## src/rtl/uart_frame_receiver.sv

```systemverilog
// 8N1 UART receiver that writes each valid byte of an armed frame into a buffer
// at consecutive addresses, flagging frame completion and stop-bit errors.
module uart_frame_receiver #(
  parameter int unsigned CLKS_PER_BIT    = 1085,
  parameter int unsigned BYTES_PER_FRAME = 9216,
  parameter int unsigned ADDR_W          = 15
) (
  input  logic              i_Clk,
  input  logic              i_Rst_n,
  input  logic              i_Rx,
  input  logic              i_Frame_Start,
  output logic              o_Wr_En,
  output logic [ADDR_W-1:0] o_Wr_Addr,
  output logic [7:0]        o_Wr_Data,
  output logic              o_Frame_Done,
  output logic              o_Frame_Error,
  output logic              o_Armed
);

  localparam int unsigned CNT_W = (CLKS_PER_BIT > 1) ? $clog2(CLKS_PER_BIT) : 1;
  localparam logic [CNT_W-1:0]  HALF_LAST = CNT_W'(CLKS_PER_BIT / 2 - 1);
  localparam logic [CNT_W-1:0]  BIT_LAST  = CNT_W'(CLKS_PER_BIT - 1);
  localparam logic [ADDR_W-1:0] ADDR_LAST = ADDR_W'(BYTES_PER_FRAME - 1);

  typedef enum logic [1:0] {
    S_IDLE,
    S_START,
    S_DATA,
    S_STOP
  } state_e;

  logic rx_meta_q, rx_sync_q;
  logic fs_meta_q, fs_sync_q, fs_prev_q;
  logic arm_c;

  state_e            state_q, state_d;
  logic [CNT_W-1:0]  clk_cnt_q, clk_cnt_d;
  logic [2:0]        bit_cnt_q, bit_cnt_d;
  logic [7:0]        shift_q, shift_d;
  logic              byte_ok_c, stop_err_c;

  logic [ADDR_W-1:0] addr_q, addr_d;
  logic              wr_en_q, wr_en_d;
  logic [ADDR_W-1:0] wr_addr_q, wr_addr_d;
  logic [7:0]        wr_data_q, wr_data_d;
  logic              done_q, done_d;
  logic              err_q, err_d;
  logic              armed_q, armed_d;

  // Two-flop synchronizers; the extra frame flop provides rising-edge detect
  always_ff @(posedge i_Clk) begin
    if (!i_Rst_n) begin
      rx_meta_q <= 1'b1;
      rx_sync_q <= 1'b1;
      fs_meta_q <= 1'b0;
      fs_sync_q <= 1'b0;
      fs_prev_q <= 1'b0;
    end else begin
      rx_meta_q <= i_Rx;
      rx_sync_q <= rx_meta_q;
      fs_meta_q <= i_Frame_Start;
      fs_sync_q <= fs_meta_q;
      fs_prev_q <= fs_sync_q;
    end
  end

  assign arm_c = fs_sync_q & ~fs_prev_q;

  always_ff @(posedge i_Clk) begin
    if (!i_Rst_n) begin
      state_q   <= S_IDLE;
      clk_cnt_q <= '0;
      bit_cnt_q <= '0;
      shift_q   <= '0;
      addr_q    <= '0;
      wr_en_q   <= 1'b0;
      wr_addr_q <= '0;
      wr_data_q <= '0;
      done_q    <= 1'b0;
      err_q     <= 1'b0;
      armed_q   <= 1'b0;
    end else begin
      state_q   <= state_d;
      clk_cnt_q <= clk_cnt_d;
      bit_cnt_q <= bit_cnt_d;
      shift_q   <= shift_d;
      addr_q    <= addr_d;
      wr_en_q   <= wr_en_d;
      wr_addr_q <= wr_addr_d;
      wr_data_q <= wr_data_d;
      done_q    <= done_d;
      err_q     <= err_d;
      armed_q   <= armed_d;
    end
  end

  // Byte FSM: mid-bit sampling driven by a single clock counter
  always_comb begin
    state_d    = state_q;
    clk_cnt_d  = clk_cnt_q;
    bit_cnt_d  = bit_cnt_q;
    shift_d    = shift_q;
    byte_ok_c  = 1'b0;
    stop_err_c = 1'b0;
    case (state_q)
      S_IDLE: begin
        clk_cnt_d = '0;
        bit_cnt_d = '0;
        if (!rx_sync_q) state_d = S_START;
      end
      S_START: begin
        if (clk_cnt_q == HALF_LAST) begin
          clk_cnt_d = '0;
          state_d   = rx_sync_q ? S_IDLE : S_DATA;
        end else begin
          clk_cnt_d = clk_cnt_q + CNT_W'(1);
        end
      end
      S_DATA: begin
        if (clk_cnt_q == BIT_LAST) begin
          clk_cnt_d = '0;
          shift_d   = {rx_sync_q, shift_q[7:1]};
          bit_cnt_d = bit_cnt_q + 3'd1;
          if (bit_cnt_q == 3'd7) state_d = S_STOP;
        end else begin
          clk_cnt_d = clk_cnt_q + CNT_W'(1);
        end
      end
      S_STOP: begin
        if (clk_cnt_q == BIT_LAST) begin
          clk_cnt_d  = '0;
          state_d    = S_IDLE;
          byte_ok_c  = rx_sync_q;
          stop_err_c = ~rx_sync_q;
        end else begin
          clk_cnt_d = clk_cnt_q + CNT_W'(1);
        end
      end
      default: state_d = S_IDLE;
    endcase
    // Arming abandons whatever byte is in flight
    if (arm_c) begin
      state_d    = S_IDLE;
      clk_cnt_d  = '0;
      bit_cnt_d  = '0;
      byte_ok_c  = 1'b0;
      stop_err_c = 1'b0;
    end
  end

  // Write strobe, addressing and frame status
  always_comb begin
    wr_en_d   = byte_ok_c & armed_q;
    wr_addr_d = wr_addr_q;
    wr_data_d = wr_data_q;
    done_d    = 1'b0;
    addr_d    = addr_q;
    err_d     = err_q | stop_err_c;
    armed_d   = armed_q;
    if (byte_ok_c && armed_q) begin
      wr_addr_d = addr_q;
      wr_data_d = shift_q;
      done_d    = (addr_q == ADDR_LAST);
      addr_d    = (addr_q == ADDR_LAST) ? '0 : addr_q + ADDR_W'(1);
    end
    if (done_q) armed_d = 1'b0;
    // An arm coinciding with a write strobe lets the write finish at its old address
    if (arm_c) begin
      addr_d  = '0;
      err_d   = 1'b0;
      armed_d = 1'b1;
    end
  end

  assign o_Wr_En       = wr_en_q;
  assign o_Wr_Addr     = wr_addr_q;
  assign o_Wr_Data     = wr_data_q;
  assign o_Frame_Done  = done_q;
  assign o_Frame_Error = err_q;
  assign o_Armed       = armed_q;

endmodule

```

## config.mk

```make
export PLATFORM = sky130hd
export DESIGN_NAME = uart_frame_receiver
export DESIGN_NICKNAME = d
export VERILOG_FILES = /design/src/rtl/uart_frame_receiver.sv
export SDC_FILE = /design/constraint.sdc
export NUM_CORES = 1
export LEC_CHECK = 0
export ABC_AREA = 0
export BUFFER_PORTS_ARGS = -buffer_cell sky130_fd_sc_hd__buf_2
export CAP_MARGIN = 25
export CORE_MARGIN = 5
export CORE_UTILIZATION = 59
export CTS_CLUSTER_SIZE = 14
export DETAILED_ROUTE_END_ITERATION = 8
export PLACE_DENSITY = 0.8
export SKIP_LAST_GASP = 1
export SLEW_MARGIN = 10
export SYNTH_ARGS = -nofsm -noshare
export SYNTH_HDL_FRONTEND = slang
export SYNTH_SLANG_ARGS = --single-unit
```

## constraint.sdc

```tcl
create_clock -name i_Clk -period 5 [get_ports i_Clk]
set_clock_uncertainty 0.05 [all_clocks]
set_input_delay 0.5 -clock i_Clk [delete_from_list [all_inputs] [get_ports i_Clk]]
set_output_delay 0.5 -clock i_Clk [all_outputs]
set_load 0.005 [all_outputs]
```

; ---- After elaboration in Yosys (flattened, before gate mapping)
; Cells that the tools add are included.
[totals]
output_inout_bits = 27
in_bits = 4
ff_bits = 71
wordCells = 68
[classes]
n_addsub = 3
n_eq_ne = 12
bitwise_logic = 6
n_reduce_logical = 10
n_mux = 21
[ops]
columns = operator, n
row1 = case mux 11 bit (3 select lines), 1
row2 = two-way mux 11 bit, 2
row3 = "adder 15 x 1 -> 15 bit, second input constant", 1
row4 = "== test 15 x 14 -> 1 bit, second input constant", 1
row5 = two-way mux 15 bit, 1
row6 = two-way mux 2 bit, 6
row7 = "adder 11 x 1 -> 11 bit, second input constant", 1
row8 = "== test 11 x 10 -> 1 bit, second input constant", 1
row9 = "== test 11 bit, second input constant", 1
row10 = "!= test 2 bit, second input constant", 5
row11 = two-way mux 1 bit, 8
row12 = case mux 2 bit (4 select lines), 1
row13 = case mux 3 bit (2 select lines), 1
row14 = AND reduction 2 bit, 3
row15 = AND reduction 5 bit, 1
row16 = "== test 2 bit, second input constant", 2
row17 = nonzero test 2 bit, 2
row18 = OR reduction 2 bit, 2
row19 = "adder 3 x 1 -> 3 bit, second input constant", 1
row20 = "== test 3 bit, second input constant", 1
row21 = two-way mux 3 bit, 1
row22 = inverter 1 bit, 3
row23 = AND 1 bit, 2
row24 = "== test 2 x 1 -> 1 bit, second input constant", 1
row25 = 3 further kinds, 3

; ---- Depth between registers and ports, before layout
[depth]
ltp_word = 6
depth_mapped = 10

; ---- Least setup slack after synthesis
; Ideal clock, no wire load.
[synth_timing]
path_type = flip-flop to flip-flop
startpoint = reg clk_cnt_q[0]
endpoint = reg wr_addr_q[8] (netlist: o_Wr_Addr[8])
setup_time_ns = 0.132
t_arrival_ns = 1.655
path_stages_with_launch = 11
slack_ns = 3.163
synth_period_minus_slack_ns = 1.837
path_cell_list = dfxtp_1 -> inv_1 -> ha_1 -> and3b_1 -> and3_1 -> buf_4 -> and2_1 -> buf_4 -> buf_4 -> nand2_1 -> a21oi_1
[synth_via]
elab_chain_len = 5
[synth_lines]
columns = element, line
row1 = from (decl), 37  ; logic [CNT_W-1:0] clk_cnt_q, clk_cnt_d;
row2 = from (signal assigned), 84  ; clk_cnt_q <= clk_cnt_d;
row3 = == test 11 bit, 130  ; if (clk_cnt_q == BIT_LAST) begin
row4 = two-way mux 1 bit, 130
row5 = two-way mux 1 bit, 105  ; case (state_q)
row6 = two-way mux 1 bit, 142  ; if (arm_c) begin
row7 = logical AND 1 bit, 160  ; if (byte_ok_c && armed_q) begin
row8 = to (signal assigned), 89  ; wr_addr_q <= wr_addr_d;
row9 = to (decl), 44  ; logic [ADDR_W-1:0] wr_addr_q, wr_addr_d;
; No other way between the ends.
; A chain may end at the register's enable or synchronous reset.

; ---- Final worst setup path
[layout_timing]
startpoint = reg state_q[0]
endpoint = reg addr_q[5]
[layout_via]
elab_chain_len = 4
[layout_lines]
columns = element, line
row1 = from (decl), 36  ; state_e state_q, state_d;
row2 = from (signal assigned), 83  ; state_q <= state_d;
row3 = == test 2 bit, 105
row4 = two-way mux 1 bit, 105
row5 = two-way mux 1 bit, 142
row6 = logical AND 1 bit, 160
row7 = to (signal assigned), 87  ; addr_q <= addr_d;
row8 = to (decl), 42  ; logic [ADDR_W-1:0] addr_q, addr_d;
; No other way between the ends.

==> results by stage <==
Routing:
- The total detailed-routing wirelength is 6.048 mm.
- The average wire per cell in the routed design is 13.50 um.
- The number of remaining DRC errors is 0.
- The post-route antenna net violation count is 0.
- The first-pass iteration count of the detailed router is 4.
- The final route contains 2493 vias.
- The number of violations reported at the end of detailed-routing iteration 0 is 207.
- The detailed-route vias per instance is 5.565.

Timing:
- The count of endpoints failing hold in the final timing report came to 0.
- Static timing analysis puts the maximum clock frequency at 0.3889 GHz.
- The max-slew headroom at the worst pin is 0.4435.
- After layout, the minimum clock period comes to 2.571 ns.
- Dividing the final minimum period by the clock period gives 0.5143.
- The count of final max-slew check failures was 0.
- Setup repair after global routing left no endpoint under its margin.
- In the final timing run, aggregate negative setup slack is 0 ns.
- Hold is met by 0.2850 ns.
- For the pin with the worst max-slew slack, the measured transition is 0.8347 ns.
- Setup violations remaining at the end of the flow were counted as 0.

Yosys:
- The cell count after synthesis is 354.
- The most used flip-flop cell after synthesis is dfxtp_1.
- The cell area that synthesis handed to floorplanning was 3008 sq um.
- The post-synthesis sequential area ratio is 0.4725.
- The commonest cells after synthesis are 71 x dfxtp_1, 65 x nand2_1, 35 x a21oi_1.
- The number of enable flip-flop cells after synthesis is 0.
- Ranked by total cell area, the synthesized netlist is headed by dfxtp_1 47%, nand2_1 8.1%, a21oi_1 5.8%.
- The share of synthesized area in the top cell type comes to 0.4725.
- The average cell area after synthesis is roughly 8.5 sq um.
- The warning count from the yosys run is 0.
- The most repeated cell in the gate-level netlist after synthesis is dfxtp_1.
- Synthesis inferred 71 register bits.
- Counting flops with an async set or reset pin after synthesis yields a share of 0.
- Counting distinct cell types in the post-synthesis netlist gives 46.
- The net count after synthesis is 364.
- dfxtp_1 takes more of the synthesized area than any other cell.

Clocking:
- The number of buffers between clock root and the deepest sink is 2.
- The tree built by TritonCTS fans out to 71 sinks.
- At the later pin of the worst-skew pair, clock insertion delay measures 0.35 ns.
- The number of buffers added to fix hold violations after cts is 0.
- Clock-pin slew was measured on the worst setup and hold paths at 0.08 ns.
- The clock tree synthesis step divided the H-tree into 3 levels.
- The cell at the root of the clock tree is clkbuf_8.
- In this run the post-CTS setup repair buffer count came out at 0.
- TritonCTS built the clock tree.
- The post-cts sizing count is 0.
- Clock tree synthesis inserted a total of 9 buffers.

Global route:
- In the global route stage, overall resource usage came out at 0.2037.
- The pin count of the biggest net entering global routing is 28.
- The wire length of the first global-routing pass is 10.36 mm.
- The initial antenna violation count came to 0.
- The final global-route overflow total is 0.
- The via count of the first global-routing pass is roughly 2300.

Power:
- The worst-case vdd ir drop is 0.2205 mV.
- Cell internal power was estimated by the tool at 931.1 uW.
- The net switching power of the design is 231.8 uW.
- The power density normalized to cell area is 342.6 nW/um^2.
- The clock network fraction of design power is 0.494.
- Of the total power, combinational logic draws 0.015.
- Of the total power, registers draw 0.491.
- The fraction of power spent switching nets is 0.1993.
- The design draws about 1.2 mW.
- For this design the static power due to leakage is 1.260 nW.

Floorplanning:
- Row generation in the floorplan step produced 26 rows.
- For this design the top-level I/O count stands at 31.
- The die outline height is 81.40 um.
- The die covers 6626 sq um.
- In this run the horizontal extent of the chip is slightly above 80 um.
- The core region is approximately 5000 sq um.
- The initial utilization of the core area, before any placement, comes to 0.5965.

Worst setup path:
- The worst setup path is captured at a flip-flop.
- STA puts the critical path data required time at around 5.2 ns.
- The worst register-to-register path begins at state_q[0].
- The startpoint class of the critical path is a flip-flop.
- The worst endpoint data arrival time is 2.78 ns.
- The kind of critical path is flip-flop to flip-flop.
- Along the worst path, the maximum fanout reaches 25.
- The launching instance or port of the critical path is state_q[0].

Flow run:
- The number of violations of the max-capacitance limit is 0.

Layout:
- The area growth from synthesis to final layout is 12.85%.
- The number of inserted diodes is 0.
- The fraction of layout instances using a drive strength above 1 is 0.1508.
- Fill cells in the final layout number 438.
- After the last flow step, the layout net total stands at about 380.

Worst hold path:
- The critical hold path startpoint is i_Rx.
- In this run the worst hold path is classified as input pin to flip-flop.

Place:
- During placement, the flow inserted port buffers numbering 30.
- Routability-driven placement finished with a final weighted congestion of 0.8362.
- The half-perimeter wire length after placement is approximately 4.0 mm.

Status:
- The run finished with clean final reports.
## registers in the layout, summed over array words and instances, names as in the netlist, 3 cells and up, named ones only
register   flops
addr_q        15
bit_cnt_q      3
clk_cnt_q     11
o_Wr_Addr     15
o_Wr_Data      8
shift_q        8
## power groups by stage
stage / Sequential, mW / Combinational [mW] / Clock (mW)
6_report: 0.571 / 0.0173 / 0.575
5_1_grt: 0.571 / 0.0194 / 0.608
4_1_cts: 0.571 / 0.0173 / 0.578
3_5_place_dp: 0.584 / 0.0174 / 0
3_3_place_gp: 0.584 / 0.0171 / 0
2_1_floorplan: 0.583 / 0.0147 / 0
## logic make-up after synthesis
kind of cell             after synthesis  synth area share
AO/OA/AOI/OAI                         63            0.1173
XOR/XNOR                              15           0.04368
adder cells (fa/ha/maj)                6           0.02496
buffers and inverters                 28           0.04285
flip-flops                            71            0.4725
multiplexers                           1          0.003328
AND/OR/NAND/NOR                      170            0.2953
## area by class of cell
cell class / instances / area [sq um] / area share
clock inverter: 5 / 103.9 / 0.03059
multi-input combinational: 255 / 1458 / 0.4294
clock buffer: 11 / 151.4 / 0.04460
sequential: 71 / 1421 / 0.4187
inverter: 6 / 22.52 / 0.006635
timing repair buffer: 30 / 150.1 / 0.04423
tap: 70 / 87.58 / 0.02580
## cells in the final DEF (no fill, tap or decap), types with 4 or more instances in the layout
cell type   n
o21ai_1    16
buf_2      30
a21oi_1    35
and2_1      7
clkbuf_8   11
xor2_1     14
nand3_1    21
and3_1      4
nor2_1     28
dfxtp_1    71
nand2_1    65
ha_1        6
inv_1       5
nand2b_1    4
nand4_1    12
## path summary, 6_finish.rpt
| check | cells past startpoint | to | slack [ns] |
|---|---|---|---|
| worst max register to register | 5 | addr_q[5] | 2.43 |
| worst max-delay path | 5 | addr_q[5] | 2.43 |
| worst min register to register | 1 | rx_sync_q | 0.36 |
| worst min-delay path | 2 | rx_meta_q | 0.28 |
## worst max-delay path, cell delays in order, from the launching register on
cell	delay, ns
dfxtp_1	0.60
nand4_1	0.14
nor2b_1	0.54
and2_1	0.77
a21oi_1	0.15
a211oi_1	0.23
## per-stage QoR
| stage | cell area, sq um | utilization | setup slack (ns) | instances |
|---|---|---|---|---|
| 2_1_floorplan | 3008 | - | 3.163 | 354 |
| 3_3_place_gp | 3139 | 0.6226 | 2.524 | 432 |
| 3_5_place_dp | 3139 | 0.6226 | 2.448 | 432 |
| 4_1_cts | 3395 | 0.6732 | 2.436 | 448 |
| 5_1_grt | 3395 | 0.6732 | 2.141 | 448 |
| 6_report | 3395 | 0.6732 | 2.429 | 448 |
## routing by layer
layer / routed length [um] / share of wire / vias to the layer above / GRT usage
met4: 146 / 0.024 / 0 / 0.1030
met5: 0 / 0 / - / 0
met1: 2763 / 0.46 / 1147 / 0.2553
met3: 300 / 0.050 / 15 / 0.03991
met2: 2837 / 0.47 / 74 / 0.3314
li1: - / - / 1257 / -
No activity file was read; power rests on OpenSTA's default activity.
